File: src/rtl/alu_pkg.sv
// Shared ALU definitions: opcodes, flag bit positions and command-sequencer states.
package alu_pkg;

  localparam int unsigned OPER_W = 2;
  localparam int unsigned FLAG_W = 4;

  localparam logic [OPER_W-1:0] OP_SUB  = 2'b00;
  localparam logic [OPER_W-1:0] OP_NAND = 2'b01;
  localparam logic [OPER_W-1:0] OP_ONES = 2'b10;
  localparam logic [OPER_W-1:0] OP_DEC  = 2'b11;

  localparam int unsigned FLG_ERR = 0;
  localparam int unsigned FLG_NEG = 1;
  localparam int unsigned FLG_POS = 2;
  localparam int unsigned FLG_OVF = 3;

  typedef enum logic [1:0] {
    IDLE  = 2'd0,
    ISSUE = 2'd1,
    DONE  = 2'd2
  } state_t;

endpackage

File: src/rtl/sat_counter.sv
// Saturating event counter with synchronous clear taking priority over increment.
module sat_counter #(
  parameter int unsigned CNT_W = 8
) (
  input  logic             clk,
  input  logic             rstn,
  input  logic             clr,
  input  logic             inc,
  output logic [CNT_W-1:0] count
);

  localparam logic [CNT_W-1:0] CNT_MAX = '1;

  // Count events, stick at all-ones, clear wins.
  always_ff @(posedge clk or negedge rstn) begin
    if (!rstn) begin
      count <= '0;
    end else if (clr) begin
      count <= '0;
    end else if (inc && (count != CNT_MAX)) begin
      count <= count + CNT_W'(1);
    end
  end

endmodule

File: src/rtl/alu_cmd_ctrl.sv
// Command sequencer in front of the ALU: registers operands, captures the
// ALU result one cycle later and hands it downstream, counting err/ovf events.
module alu_cmd_ctrl
  import alu_pkg::*;
#(
  parameter int unsigned WIDTH = 4,
  parameter int unsigned CNT_W = 8
) (
  input  logic             i_clk,
  input  logic             i_rstn,
  input  logic             i_valid,
  output logic             o_ready,
  input  logic [WIDTH-1:0] i_arg0,
  input  logic [WIDTH-1:0] i_arg1,
  input  logic [1:0]       i_oper,
  output logic [WIDTH-1:0] o_alu_arg0,
  output logic [WIDTH-1:0] o_alu_arg1,
  output logic [1:0]       o_alu_oper,
  input  logic [WIDTH-1:0] i_alu_result,
  input  logic [3:0]       i_alu_flag,
  output logic             o_valid,
  input  logic             i_ready,
  output logic [WIDTH-1:0] o_result,
  output logic [3:0]       o_flag,
  input  logic             i_clr_cnt,
  output logic [CNT_W-1:0] o_err_cnt,
  output logic [CNT_W-1:0] o_ovf_cnt
);

  state_t state;
  state_t next_state;
  logic   accept;
  logic   capture;

  // State register.
  always_ff @(posedge i_clk or negedge i_rstn) begin
    if (!i_rstn) begin
      state <= IDLE;
    end else begin
      state <= next_state;
    end
  end

  // Next-state, handshake ready and capture strobe.
  always_comb begin
    next_state = state;
    o_ready    = 1'b0;
    accept     = 1'b0;
    capture    = 1'b0;
    case (state)
      IDLE: begin
        o_ready = 1'b1;
        accept  = i_valid;
        if (i_valid) begin
          next_state = ISSUE;
        end
      end
      ISSUE: begin
        capture    = 1'b1;
        next_state = DONE;
      end
      DONE: begin
        // A new command can only enter when the held response leaves.
        o_ready = i_ready;
        accept  = i_valid & i_ready;
        if (i_ready) begin
          next_state = i_valid ? ISSUE : IDLE;
        end
      end
      default: begin
        next_state = IDLE;
      end
    endcase
  end

  // Operand registers toward the ALU; change only on accept.
  always_ff @(posedge i_clk or negedge i_rstn) begin
    if (!i_rstn) begin
      o_alu_arg0 <= '0;
      o_alu_arg1 <= '0;
      o_alu_oper <= '0;
    end else if (accept) begin
      o_alu_arg0 <= i_arg0;
      o_alu_arg1 <= i_arg1;
      o_alu_oper <= i_oper;
    end
  end

  // Response registers: result/flags captured at the end of ISSUE.
  always_ff @(posedge i_clk or negedge i_rstn) begin
    if (!i_rstn) begin
      o_valid  <= 1'b0;
      o_result <= '0;
      o_flag   <= '0;
    end else begin
      o_valid <= (next_state == DONE);
      if (capture) begin
        o_result <= i_alu_result;
        o_flag   <= i_alu_flag;
      end
    end
  end

  sat_counter #(
    .CNT_W (CNT_W)
  ) u_err_cnt (
    .clk   (i_clk),
    .rstn  (i_rstn),
    .clr   (i_clr_cnt),
    .inc   (capture & i_alu_flag[FLG_ERR]),
    .count (o_err_cnt)
  );

  sat_counter #(
    .CNT_W (CNT_W)
  ) u_ovf_cnt (
    .clk   (i_clk),
    .rstn  (i_rstn),
    .clr   (i_clr_cnt),
    .inc   (capture & i_alu_flag[FLG_OVF]),
    .count (o_ovf_cnt)
  );

endmodule

File: config.mk
export PLATFORM = sky130hd
export DESIGN_NAME = alu_cmd_ctrl
export DESIGN_NICKNAME = d
export VERILOG_FILES = /design/src/rtl/alu_pkg.sv /design/src/rtl/sat_counter.sv /design/src/rtl/alu_cmd_ctrl.sv
export SDC_FILE = /design/constraint.sdc
export NUM_CORES = 1
export LEC_CHECK = 0
export BUFFER_PORTS_ARGS = -buffer_cell sky130_fd_sc_hd__buf_2
export CORE_ASPECT_RATIO = 1.25
export CORE_UTILIZATION = 30
export DETAILED_ROUTE_END_ITERATION = 10
export GPL_ROUTABILITY_DRIVEN = 0
export PLACE_DENSITY = 0.53
export SYNTH_ARGS = -nofsm -noshare
export SYNTH_HDL_FRONTEND = slang
export SYNTH_SLANG_ARGS = --single-unit
File: constraint.sdc
create_clock -name i_clk -period 2.45 [get_ports i_clk]
set_clock_uncertainty 0.1 [all_clocks]
set_input_delay 0.49 -clock i_clk [delete_from_list [all_inputs] [get_ports i_clk]]
set_output_delay 0.49 -clock i_clk [all_outputs]
set_load 0.02 [all_outputs]
Word-level counts from Yosys, hierarchy flattened
Index checks and enable logic that the tools add are counted.
Widths: inputs -> output; s select.
{"block": "word_totals", "elab_cells": 35, "inputBits": 23, "memories": 0, "rom_bits": 0, "latch_bits": 0, "ram_bits": 0, "output_inout_bits": 36, "regBits": 37}
{"block": "op_classes", "n_addsub": 2, "multipliers": 0, "shift": 0, "n_bitwise": 3, "n_eq_ne": 5, "n_reduce_logical": 5, "muxes": 11, "magnitude_cmp": 0, "n_div": 0}
{"op": "$mux 8", "n": 4}
{"op": "$add 8x1->8 const B", "n": 2}
{"op": "$ne 8x8->1 const B", "n": 2}
{"op": "$pmux 2 s3", "n": 1}
{"op": "$eq 2x2->1 const B", "n": 2}
{"op": "$mux 2", "n": 2}
{"op": "$pmux 1 s2", "n": 2}
{"op": "$reduce_bool 2->1", "n": 2}
{"op": "$and 1x1->1", "n": 3}
{"op": "$eq 2x1->1 const B", "n": 1}
{"op": "$logic_and 1x1->1", "n": 2}
{"op": "$logic_not 2->1", "n": 1}
{"op": "$mux 1", "n": 2}

Longest topological paths before layout
Gate-level depths: netlist of the first run.
{"block": "depth", "word_depth": 6, "depth_mapped": 5, "depth_no_buf": 5}

Cells and area by module
Synthesis of the first run repeated with hierarchy kept, for this count alone.
{"block": "hier_totals", "hier_cells": 150, "area_unflattened_um2": 1736.7}
{"mod": "sat_counter", "cells_per_inst": 49, "n_inst": 2, "seq_area_each_um2": 200.2, "area_per_inst_um2": 464.2}
{"mod": "alu_cmd_ctrl", "cells_per_inst": 52, "n_inst": 1, "seq_area_each_um2": 525.5, "area_per_inst_um2": 808.3}

Worst setup path before layout of the first run
OpenSTA, ideal clock, no wires.
{"block": "synth_timing", "path_kind": "input port to flip-flop", "from": "in i_ready", "to": "reg o_alu_arg0[0]", "path_buffers": 1, "slack_ps": 570, "t_arrival_ps": 1655, "setup_ps": 125, "required_ps": 2225, "path_stages": 5, "cell_sequence": "nand2b_1 -> nor2b_1 -> and2_1 -> buf_4 -> mux2_2"}
{"block": "synth_via", "elab_chain_cells": 2}
{"element": "start, declared", "line": "alu_cmd_ctrl.sv:22", "rtl": "input logic i_ready,"}
{"element": "$and 1x1->1", "line": "alu_cmd_ctrl.sv:65", "rtl": "accept = i_valid & i_ready;"}
{"element": "$pmux 1 s2", "line": "alu_cmd_ctrl.sv:50", "rtl": "case (state)"}
{"element": "end signal, assigned", "line": "alu_cmd_ctrl.sv:83", "rtl": "o_alu_arg0 <= i_arg0;"}
{"element": "end, declared", "line": "alu_cmd_ctrl.sv:16", "rtl": "output logic [WIDTH-1:0] o_alu_arg0,"}
No other way between the ends.
A chain may end at the register's enable or synchronous reset.

Worst setup path in the final report of the first run
{"block": "layout_timing", "from": "reg state[1]", "to": "reg u_ovf_cnt.count[7]"}
{"block": "layout_via", "elab_chain_cells": 5}
{"element": "start, declared", "line": "alu_cmd_ctrl.sv:30", "rtl": "state_t state;"}
{"element": "start signal, assigned", "line": "alu_cmd_ctrl.sv:40", "rtl": "state <= next_state;"}
{"element": "$eq 2x1->1", "line": "alu_cmd_ctrl.sv:50"}
{"element": "$mux 1", "line": "alu_cmd_ctrl.sv:50"}
{"element": "$and 1x1->1", "line": "alu_cmd_ctrl.sv:120", "rtl": ".inc (capture & i_alu_flag[FLG_OVF]),"}
{"element": "$logic_and 1x1->1", "line": "sat_counter.sv:20", "rtl": "end else if (inc && (count != CNT_MAX)) begin"}
{"element": "$reduce_bool 2->1 (no line)"}
{"element": "end signal, assigned", "line": "sat_counter.sv:21", "rtl": "count <= count + CNT_W'(1);"}
{"element": "end, declared", "line": "sat_counter.sv:9", "rtl": "output logic [CNT_W-1:0] count"}
No other way between the ends.

==> results of run 1 <==
==> kinds of logic after synthesis <==
family	count (synthesis)	share of synthesized area [%]
buffers and inverters	8	3.068
XOR/XNOR	2	1.048
AO/OA/AOI/OAI	18	8.309
adder cells (fa/ha/maj)	2	1.497
AND/OR/NAND/NOR	77	21.48
flip-flops	37	55.39
multiplexers	14	9.207
==> registers in the layout, summed over array words and instances (netlist names) <==
signal           count
o_alu_arg0           4
o_alu_arg1           4
o_alu_oper           2
o_flag               4
o_result             4
o_valid              1
state                2
u_err_cnt.count      8
u_ovf_cnt.count      8
==> routing by layer <==
layer	share of wire (%)	track usage, %
met3	7.2	4.973
met5	0	0
met1	45	18.29
met4	1.1	3.896
met2	47	19.88
==> synthesized netlist by cell type (all sizes together), types with 3 or more instances <==
master  number  area (sq um)
mux2i        3         30.03
nand3        6         30.03
nor3         7         35.03
a31oi        4         25.02
inv          3         11.26
nor2        15         56.30
dfrtp       37         925.9
nand2       32         120.1
nor4         3         18.77
nor2b        3         18.77
mux2        11         123.9
a211oi       5         37.54
==> power by group <==
| group | internal [W] | switching [W] | total (W) |
|---|---|---|---|
| clock network | 0.000405 | 0.000226 | 0.000631 |
| registers | 0.000717 | 0.0000577 | 0.000775 |
| logic | 0.000162 | 0.000269 | 0.000431 |
==> through the flow <==
stage,setup WS [ns],hold WS (ns),area (sq um),std cells,power (W)
finish,0.6602,-0.001290,2143,284,0.001836
CTS,0.6248,0.01211,2143,284,0.001865
global placement,0.5822,0.3366,2009,276,0.001222
global route,0.5223,0.02097,2143,284,0.001934
floorplan,0.5703,0.09441,1672,158,0.001062
detailed placement,0.5085,0.3399,2009,276,0.001227
==> path summary, 6_finish.rpt <==
| check | start | endpoint | cells after the start |
|---|---|---|---|
| worst min-delay path | i_rstn | u_err_cnt.count[7] | 1 |
| min in group i_clk | i_alu_flag[1] | o_flag[1] | 3 |
| worst max register to register | state[1] | u_ovf_cnt.count[7] | 4 |
| worst max-delay path | state[1] | u_ovf_cnt.count[7] | 4 |
| max in group asynchronous | i_rstn | o_valid | 2 |
| worst min register to register | o_result[2] | o_result[2] | 2 |
==> worst max-delay path, cell delays in order, from the launching register on <==
cell     delay, ns
dfrtp_1       0.41
and2b_2       0.37
nand3_1       0.19
nor4_1        0.24
mux2_2        0.37
==> cell type report <==
class                      instances  area (sq um)
fill                             565          3262
sequential                        37         925.9
multi-input combinational        113         694.4
timing repair buffer              59         297.8
tap                               64         80.08
clock buffer                       5         68.82
clock inverter                     3         65.06
inverter                           3         11.26
==> impl_metrics.ini, run 1 <==
[run_status]
outcome = finished with violations
violations = negative hold slack

[floorplanning]
io_pins = 59
core_sq_mm = 0.005405
initial_core_util_pct = 30.93
die_height_microns = 85.46
rows = 30
die_w_microns = 68.77
die_area_sq_mm = 0.005876

[final_layout]
fin_util_pct = 39.65
fin_nets = 244
antennaDiodeCount = 0
area_delta_synth_final_pct = 28.22
final_common_cell = buf_2
drive_gt1_share_pct = 37.27
final_cell_mix = buf_2, dfrtp_1, nand2_1, nor2_1, mux2_2

[logic_synthesis]
yosysWarnings = 0
ys_seq_area_share_pct = 55.39
ys_ff_latch = 37
synth-edff-count = 0
synthFlopType = dfrtp_1
synth_cell_types = 34
synth_area_sq_mm = 0.001672
synth_fp_nets = 183
synth_cells = 158
synthArstFlopShare_pct = 100.0
syn_area_per_cell_sq_um = 10.58

[clocking]
htree_levels = 2
ctsHoldBuffers = 0
path_clk_slew_ns = 0.08
cts_setup_buffers = 0
cts_max_path_buffers = 2
cts_tree = built
numCtsBuffers = 5
clkSinkCount = 37
clk_latency_ns = 0.29
cts_resized = 0
root_buffer = clkbuf_8

[global_route]
antenna_found_initial = 0
grt_pass1_vias = 1243
grt_usage_pct = 13.45
grt.overflow.total = 0
grt_first_pass_wirelength_microns = 5878
grt_max_degree = 23

[route]
via_per_inst = 4.894
first_iter_violations = 69
first_pass_iters = 4
wl_microns = 3647
vias = 1390
drc = 0
postRouteAntennaNets = 0
avgRoutedWirePerCell_microns = 12.84

[critical_path]
cp.required_ns = 2.53
r2r_setup_slack_ns = 0.66
worstSetupPathType = flop to flop
setup.worst_path.end_class = flop
cp.arrival_ns = 1.87
cp-start-kind = flop
critPathMaxFanout = 11

[timing]
holdWs_ns = -0.001290
max_freq_mhz = 558.7
slew_headroom_pct = 68.40
rsz0062_at_grt = false
drv_slew = 0
tightestPinTransition_ns = 0.4741
finalCritPeriodShare_pct = 73.05
tns_ns = 0
setup_viol = 0
fin_crit_ns = 1.790
hold_violations = 3

[pwr]
power_density_mw_per_mm2 = 856.6
leakage_nw = 1.064
peakVddDrop_mv = 0.4160

[run]
drv.max_cap_violation_count = 0

[placed_design]
dp_hpwl_microns = 2664
io_buffers = 58

[hold_path]
hp-class = input port to asynchronous set/reset pin
Power figures use the tool's default switching activity.
==> run 2, diff against run 1 <==
- ABC_AREA: not set -> 1
- PLACE_DENSITY: 0.53 -> 0.52
- clock period: 2.45 -> 1.85 ns (I/O delays scaled with it)
==> run 2 against run 1 <==
The run ends with design-rule violations left. Count of clock-buffer cells in the layout is 1 higher. Worst setup slack worse by 0.44 ns. Routed wire length is 9.9% higher. Largest power group unchanged.
==> impl_metrics.ini, run 2 <==
[clocking]
cts_max_path_buffers = 2
cts_tree = built
root_buffer = clkbuf_8
htree_levels = 2
ctsHoldBuffers = 1
cts_setup_buffers = 0
numCtsBuffers = 5
clkSinkCount = 37
path_clk_slew_ns = 0.08
cts_resized = 0
clk_latency_ns = 0.29

[logic_synthesis]
synth-edff-count = 0
synth_top_area_cell = dfrtp_1
synth_cells = 221
yosysWarnings = 0
synthArstFlopShare_pct = 100.0
netlist_top_cells_count = nand2_1, dfrtp_1, nand3_1
synthFlopType = dfrtp_1
synth_area_sq_mm = 0.001789
synth.area.top_cells = dfrtp_1, nand2_1, nand3_1
ys_seq_area_share_pct = 51.75
syn_area_per_cell_sq_um = 8.096
ys_ff_latch = 37
yosysMostFrequentCell = nand2_1
synth_fp_nets = 246
synth_top_area_share_pct = 51.75
synth_cell_types = 24

[final_layout]
reg_top3 = u_err_cnt.count: 8 flops, u_ovf_cnt.count: 8 flops
final_cells = 354
drive_gt1_share_pct = 30.56
antennaDiodeCount = 0
final_common_cell = nand2_1
fillers = 599
fin_nets = 312
final_cell_mix = nand2_1, buf_2, dfrtp_1, nand3_1, nor2_1
area_delta_synth_final_pct = 28.39

[route]
first_pass_iters = 7
avgRoutedWirePerCell_microns = 11.32
top_layer_used = met4
wl_met2_microns = 1907
wl_microns = 4008
met1_length_microns = 1782
vias = 1569
drc = 4
wl_met3_microns = 252
first_iter_violations = 97
via_per_inst = 4.432
postRouteAntennaNets = 0

[global_route]
grt_pass1_vias = 1547
grt.overflow.total = 0
grt_max_degree = 21
grt_first_pass_wirelength_microns = 7113
antenna_found_initial = 0
grt_usage_pct = 14.61

[critical_path]
cp.required_ns = 1.38
cp.arrival_ns = 1.16
path_cells = inv_2 -> o21ai_1 -> inv_2 -> buf_2
cp-start-kind = flop
setup.worst_path.end_class = output pin
critPathSlowestCell = dfrtp_1
critPathMaxFanout = 4
crit_path_frequent_cell = inv_2
worstSetupPathType = flop to output pin
crit_start = state[1]
worstReg2RegStart = u_ovf_cnt.count[0]
critical-path-max-stage-delay_ns = 0.44

[timing]
drv_slew = 0
holdWs_ns = 0.1700
max_freq_mhz = 614.7
fin_crit_ns = 1.627
setup_viol = 0
slew_headroom_pct = 70.87
hold_violations = 0
tightestPinTransition_ns = 0.4370
rsz0062_at_grt = false
tns_ns = 0
finalCritPeriodShare_pct = 87.93

[hold_path]
hp-class = input port to flop
hp-start = i_arg0[2]

[placed_design]
dp_cells = 345
dp_hpwl_microns = 2958
io_buffers = 58

[floorplanning]
rows = 31
die_area_sq_mm = 0.006279
initial_core_util_pct = 30.96
io_pins = 59
die_w_microns = 71.08
core_sq_mm = 0.005779
die_height_microns = 88.35

[run]
drv.max_cap_violation_count = 0

[pwr]
peakVddDrop_mv = 0.3936
leakage_nw = 1.308
power_density_mw_per_mm2 = 1024

[run_status]
outcome = finished with violations
violations = design-rule violations
run 2: cell families (layout without fill, tap and decap cells):
group	Yosys count	count (layout)	share of synthesized area (%)
flip-flops	37	37	51.75
AND/OR/NAND/NOR	141	141	34.40
buffers and inverters	23	90	5.804
adder cells (fa/ha/maj)	2	2	1.398
AO/OA/AOI/OAI	12	12	3.707
XOR/XNOR	6	6	2.937
run 2: worst max-delay path: cells and delay by family, from the launching register on:
kind            cells  cell delay [ns]
compound gates      1             0.14
buf+inv             3             0.29
flops               1             0.44
run 2: area by class of cell:
cell class / count / area, sq um / share of cell area [%]
clock buffer: 6 / 72.57 / 3.159
inverter: 19 / 75.07 / 3.268
multi-input combinational: 161 / 759.5 / 33.06
tap: 66 / 82.58 / 3.595
timing repair buffer: 63 / 342.8 / 14.92
clock inverter: 2 / 38.79 / 1.688
sequential: 37 / 925.9 / 40.31
run 2: final timing paths:
kind / slack (ns) / end / cells after the start
worst max-delay path: 0.22 / o_ready / 4
worst min-delay path: 0.17 / o_alu_arg0[2] / 3
worst max register to register: 0.33 / u_ovf_cnt.count[0] / 9
worst min register to register: 0.38 / o_flag[2] / 2
max in group asynchronous: 0.74 / u_err_cnt.count[0] / 3
min in group asynchronous: 0.45 / o_result[2] / 2
run 2: metal layers:
| layer | global-route usage (%) | vias up |
|---|---|---|
| met5 | 0 | - |
| met4 | 5.455 | 0 |
| met3 | 4.214 | 6 |
| met2 | 23.69 | 54 |
| met1 | 18.62 | 697 |
| li1 | - | 812 |
run 2: power breakdown:
group / leakage, nW / internal (W) / switching [W] / total (W)
sequential: 0.480 / 0.000949 / 0.0000864 / 0.00104
combinational: 0.772 / 0.000207 / 0.000405 / 0.000612
clock: 0.0554 / 0.000405 / 0.000301 / 0.000706
run 2: per-stage QoR:
stage / power (W) / util, % / setup slack, ns / area, sq um
final: 0.002353 / 39.75 / 0.2232 / 2297
after global routing: 0.002505 / 39.75 / 0.1282 / 2297
after CTS: 0.002395 / 39.75 / 0.1982 / 2297
after detailed placement: 0.001668 / 37.65 / 0.3294 / 2176
after global placement: 0.001665 / 37.65 / 0.3273 / 2176
after floorplan: 0.001434 / - / 0.3337 / 1789
